## src/rtl/linear_network_mcast_seq.sv

```systemverilog
// rtl/linear_network_mcast_seq.sv - registered hop chain fanning one stream out to NUM_NODE ports (unicast/multicast/broadcast)
module linear_network_mcast_seq #(
  parameter int DATA_WIDTH      = 32,
  parameter int NUM_NODE        = 16,
  parameter int NODES_PER_STAGE = 1,
  parameter int CNT_WIDTH       = 16
) (
  input  logic                           clk,
  input  logic                           rst,
  input  logic                           i_en,
  input  logic                           i_valid,
  input  logic [DATA_WIDTH-1:0]          i_data_bus,
  input  logic [1:0]                     i_mode,
  input  logic [NUM_NODE-1:0]            i_cmd,
  output logic [NUM_NODE-1:0]            o_valid,
  output logic [DATA_WIDTH*NUM_NODE-1:0] o_data_bus,
  output logic [CNT_WIDTH-1:0]           o_drop_cnt
);

  localparam int NUM_STAGE = (NUM_NODE + NODES_PER_STAGE - 1) / NODES_PER_STAGE;

  logic [NUM_NODE-1:0]            uni_mask;
  logic [NUM_NODE-1:0]            dec_mask;
  logic [NUM_NODE-1:0]            node_valid_d;
  logic [DATA_WIDTH*NUM_NODE-1:0] node_data_d;
  logic [NUM_NODE-1:0]            out_valid_q;
  logic [DATA_WIDTH*NUM_NODE-1:0] out_data_q;
  logic [CNT_WIDTH-1:0]           drop_cnt_q;
  logic [CNT_WIDTH-1:0]           drop_cnt_d;
  logic                           drop;

  // Unicast index is the whole command word, so any out-of-range value decodes to no destination.
  for (genvar k = 0; k < NUM_NODE; k++) begin : g_uni
    assign uni_mask[k] = (i_cmd == NUM_NODE'(k));
  end

  always_comb begin
    dec_mask = '0;
    case (i_mode)
      2'b00:   dec_mask = uni_mask;
      2'b01:   dec_mask = i_cmd;
      2'b10:   dec_mask = '1;
      default: dec_mask = '0;
    endcase
  end

  // Each hop keeps only the mask bits of its own nodes and those downstream; the rest were consumed upstream.
  for (genvar h = 0; h < NUM_STAGE; h++) begin : g_stage
    localparam int LO = h * NODES_PER_STAGE;
    localparam int W  = NUM_NODE - LO;
    localparam int NL = (W < NODES_PER_STAGE) ? W : NODES_PER_STAGE;

    logic                  valid_q;
    logic                  valid_d;
    logic [DATA_WIDTH-1:0] data_q;
    logic [DATA_WIDTH-1:0] data_d;
    logic [W-1:0]          mask_q;
    logic [W-1:0]          mask_d;

    if (h == 0) begin : g_head
      assign valid_d = i_valid;
      assign data_d  = i_data_bus;
      assign mask_d  = dec_mask;
    end else begin : g_link
      assign valid_d = g_stage[h-1].valid_q;
      assign data_d  = g_stage[h-1].data_q;
      assign mask_d  = g_stage[h-1].mask_q[W+NODES_PER_STAGE-1:NODES_PER_STAGE];
    end

    always_ff @(posedge clk) begin
      if (rst) begin
        valid_q <= 1'b0;
        data_q  <= '0;
        mask_q  <= '0;
      end else if (i_en) begin
        valid_q <= valid_d;
        data_q  <= data_d;
        mask_q  <= mask_d;
      end
    end

    for (genvar j = 0; j < NL; j++) begin : g_node
      assign node_valid_d[LO+j] = valid_q & mask_q[j];
      assign node_data_d[(LO+j)*DATA_WIDTH +: DATA_WIDTH] = node_valid_d[LO+j] ? data_q : '0;
    end
  end

  assign drop       = i_en & i_valid & ~|dec_mask;
  assign drop_cnt_d = (drop && !(&drop_cnt_q)) ? drop_cnt_q + CNT_WIDTH'(1) : drop_cnt_q;

  // A disabled edge blanks the outputs while the hops hold, so nothing is delivered twice.
  always_ff @(posedge clk) begin
    if (rst) begin
      out_valid_q <= '0;
      out_data_q  <= '0;
      drop_cnt_q  <= '0;
    end else begin
      out_valid_q <= i_en ? node_valid_d : '0;
      out_data_q  <= i_en ? node_data_d : '0;
      drop_cnt_q  <= drop_cnt_d;
    end
  end

  assign o_valid    = out_valid_q;
  assign o_data_bus = out_data_q;
  assign o_drop_cnt = drop_cnt_q;

endmodule
```

## config.mk

```make
export PLATFORM = sky130hd
export DESIGN_NAME = linear_network_mcast_seq
export DESIGN_NICKNAME = d
export VERILOG_FILES = /design/src/rtl/linear_network_mcast_seq.sv
export SDC_FILE = /design/constraint.sdc
export NUM_CORES = 2
export LEC_CHECK = 0
export CAP_MARGIN = 5
export CORE_UTILIZATION = 55
export CTS_BUF_LIST = sky130_fd_sc_hd__clkbuf_8
export DETAILED_ROUTE_END_ITERATION = 16
export GPL_TIMING_DRIVEN = 1
export PLACE_DENSITY_LB_ADDON = 0.08
export SLEW_MARGIN = 20
export SYNTH_ARGS = -nofsm -noshare
export SYNTH_HDL_FRONTEND = slang
export SYNTH_SLANG_ARGS = --single-unit
```

## constraint.sdc

```tcl
create_clock -name clk -period 4.6 [get_ports clk]
set_clock_uncertainty 0.2 [all_clocks]
set_input_delay 0.92 -clock clk [delete_from_list [all_inputs] [get_ports clk]]
set_output_delay 0.92 -clock clk [all_outputs]
set_load 0.01 [all_outputs]
```

==> metrics.txt <==
run status complete, no violations; yosys synthesis warning count 0; routed wire length per instance 17.98 um; final total power 19.39 mW; clock buffers created by TritonCTS 183; final hold violation count 0; Clock transition at path regs 0.06 ns; Post-Place Cells 4,812; antenna violations before repair 1; worst min-delay path category reg -> reg; worst slew pin tran 1.127 ns; Sinks on Clock Net 1,208; kind of launch point of the worst setup path input port; part of the power in combinational logic 2.9%; via density per instance 4.894; max-cap viol count 0; number of DRC markers after the initial detailed-route iteration 1,347; final standard cell area without fillers 48,730 um2; detailed-route DRC error count 0; asr flop ratio synth 0%; initial core utilization 55.92%; Final GP Congestion 0.8363; dominant synthesized flop cell sky130_fd_sc_hd__dfxtp_1; detailed placement HPWL 63.53 mm; maximum count of clock buffers along a single path 3; share of the clock period used by the worst path 76.92%; most instantiated cells after synthesis sky130_fd_sc_hd__dfxtp_1 (1,208), sky130_fd_sc_hd__nor2_1 (677), sky130_fd_sc_hd__mux2i_1 (657); number of synthesized flops with an enable pin 0; Hold Buf Count CTS 0; Post-CTS Setup Inserts 0; post-cts resize count 0; Final Critical Period 3.538 ns; power per unit of standard cell area 397.9 nW/um2; leading cell types by total area after synthesis sky130_fd_sc_hd__dfxtp_1 (63%), sky130_fd_sc_hd__mux2i_1 (17%), sky130_fd_sc_hd__and2_1 (8.3%); Setup Slack @ Placement 0.2657 ns; num rows 96; worst endpoint data arrival time 4.02 ns; pin count of the biggest net entering global routing 200; all-layer global routing usage 25.32%; nets 4,121; end-of-flow core utilization 70.68%; switching power as a share of total power 21.86%; CTS tree built; total leakage power 20.74 nW; Post-Layout Cell Count 5,128; Synth cell types 44; crit path capture type flop; Syn-to-layout area delta 26.41%; total core area 68,950 um2; required time reported for the critical path endpoint 5.08 ns; cell internal power dissipation 15.15 mW; Reg2Reg Setup Slack 1.92 ns; part of the Yosys area used for sequential elements 62.73%; routed vias 25,100; remaining antenna violation count after routing 0; number of top-level pins 598; flip-flop and latch count after synthesis 1,208; area share of the leading cell type in the synthesized netlist 62.73%; gate count of the mapped netlist 3,462; post-route setup slack 1.062 ns; net switching power figure 4.239 mW; most numerous cell in the Yosys netlist sky130_fd_sc_hd__dfxtp_1; number of slew-limit violations in the final report 0; unrepaired setup endpoints after global routing false; post-synthesis area per instance 11.14 um2; Die Footprint 71,160 um2; summed negative setup slack over all endpoints 0 ns; DR pass1 iterations 5; Die Span Y 266.8 um; FMAX 282.6 MHz; clock insertion delay at the later pin of the skew report 0.81 ns; portion of total power attributed to the clock network 42.7%; Routed Wire Length 92.19 mm; area of the mapped netlist 38,550 um2; global-route wire length before repair 138.3 mm; Max FO, Critical Path 13; layout cell share with drive strength beyond 1 7.126%; Synth Net Count 3,517; number of global-route vias before repair 23,490; number of H-tree levels 4; worst relative slew slack 24.86%; final-layout worst hold slack 0.2424 ns; portion of total power attributed to sequential cells 54.5%; CTS root buf sky130_fd_sc_hd__clkbuf_8; dominant cell type by area after synthesis sky130_fd_sc_hd__dfxtp_1; total overflow reported by the global router 0; final setup violation count 0; Cell Area, Placed 45,230 um2; Port-buffer cells 597; Peak supply drop 0.2666 mV; chip width 266.8 um; type of the worst setup path in -> reg
metal layers:
layer / vias to the layer above / track usage [%] / part of all wire, %
met3: 152 / 6.615 / 5.5
met5: - / 0 / 0
li1: 12550 / - / -
met4: 0 / 9.708 / 2.9
met1: 11830 / 31.37 / 43
met2: 564 / 42.11 / 49
final timing paths:
| kind | start | end | depth (start not counted) |
|---|---|---|---|
| setup / recovery | i_cmd[9] | o_drop_cnt[7] | 8 |
| hold / removal | g_stage[15].data_q[24] | o_data_bus[504] | 1 |
| setup reg to reg | o_drop_cnt[2] | o_drop_cnt[6] | 7 |
| hold reg to reg | g_stage[15].data_q[24] | o_data_bus[504] | 1 |
power by group through the flow:
stage               logic (mW)  clock network, mW  registers, mW
CTS                      0.558               8.47           10.6
finish                   0.557               8.27           10.6
global route             0.598               8.99           10.6
floorplan                0.425                  0           10.8
detailed placement       0.557                  0           10.8
global placement         0.555                  0           10.8
cell families after synthesis:
| group | count (synthesis) | share of synthesized area [%] |
|---|---|---|
| flops | 1208 | 62.73 |
| fa+ha+maj | 1 | 0.03245 |
| buf+inv | 216 | 2.113 |
| compound gates | 60 | 0.9607 |
| simple gates | 1311 | 16.84 |
| mux | 666 | 17.32 |
flip-flops by register name, indices dropped and copies added (netlist names):
register	flops
g_stage.data_d	32
o_drop_cnt	16
g_stage.mask_q	136
g_stage.valid_q	15
o_data_bus	512
o_valid	16
g_stage.data_q	480
g_stage.valid_d	1
critical path, cell delays in order:
cell and delay, ns:
sky130_fd_sc_hd__clkdlybuf4s50_1 0.46, sky130_fd_sc_hd__or4_1 0.66, sky130_fd_sc_hd__o41a_1 0.36, sky130_fd_sc_hd__nor4_2 0.30, sky130_fd_sc_hd__nand4_2 0.23, sky130_fd_sc_hd__or2_2 0.48, sky130_fd_sc_hd__nor4_1 0.23, sky130_fd_sc_hd__mux2_2 0.37
layout make-up:
type | instances | area (um2)
repair buffers | 633 | 6319
multi-input cells | 2038 | 13560
inverters | 2 | 7.507
diodes | 1 | 2.502
clock buffers | 226 | 3110
clock inverters | 89 | 391.6
flip-flops and latches | 1208 | 24180
fillers | 5332 | 20210
well taps | 931 | 1165
cell usage in the layout, fill, tap and decap left out, drive strengths merged, types with 6 or more instances in the layout:
master and count:
o21ai 16, clkinv 11, mux2i 657, and2 514
and3 20, dfxtp 1208, clkbuf 226, a21oi 17
nor4 14, mux2 9, nand3 9, nor2b 15
nor2 677, nand4 13, clkdlybuf4s50 595, inv 77
buf 38, or4 7, nand2 18, or3 6
Power figures use the tool's default switching activity.
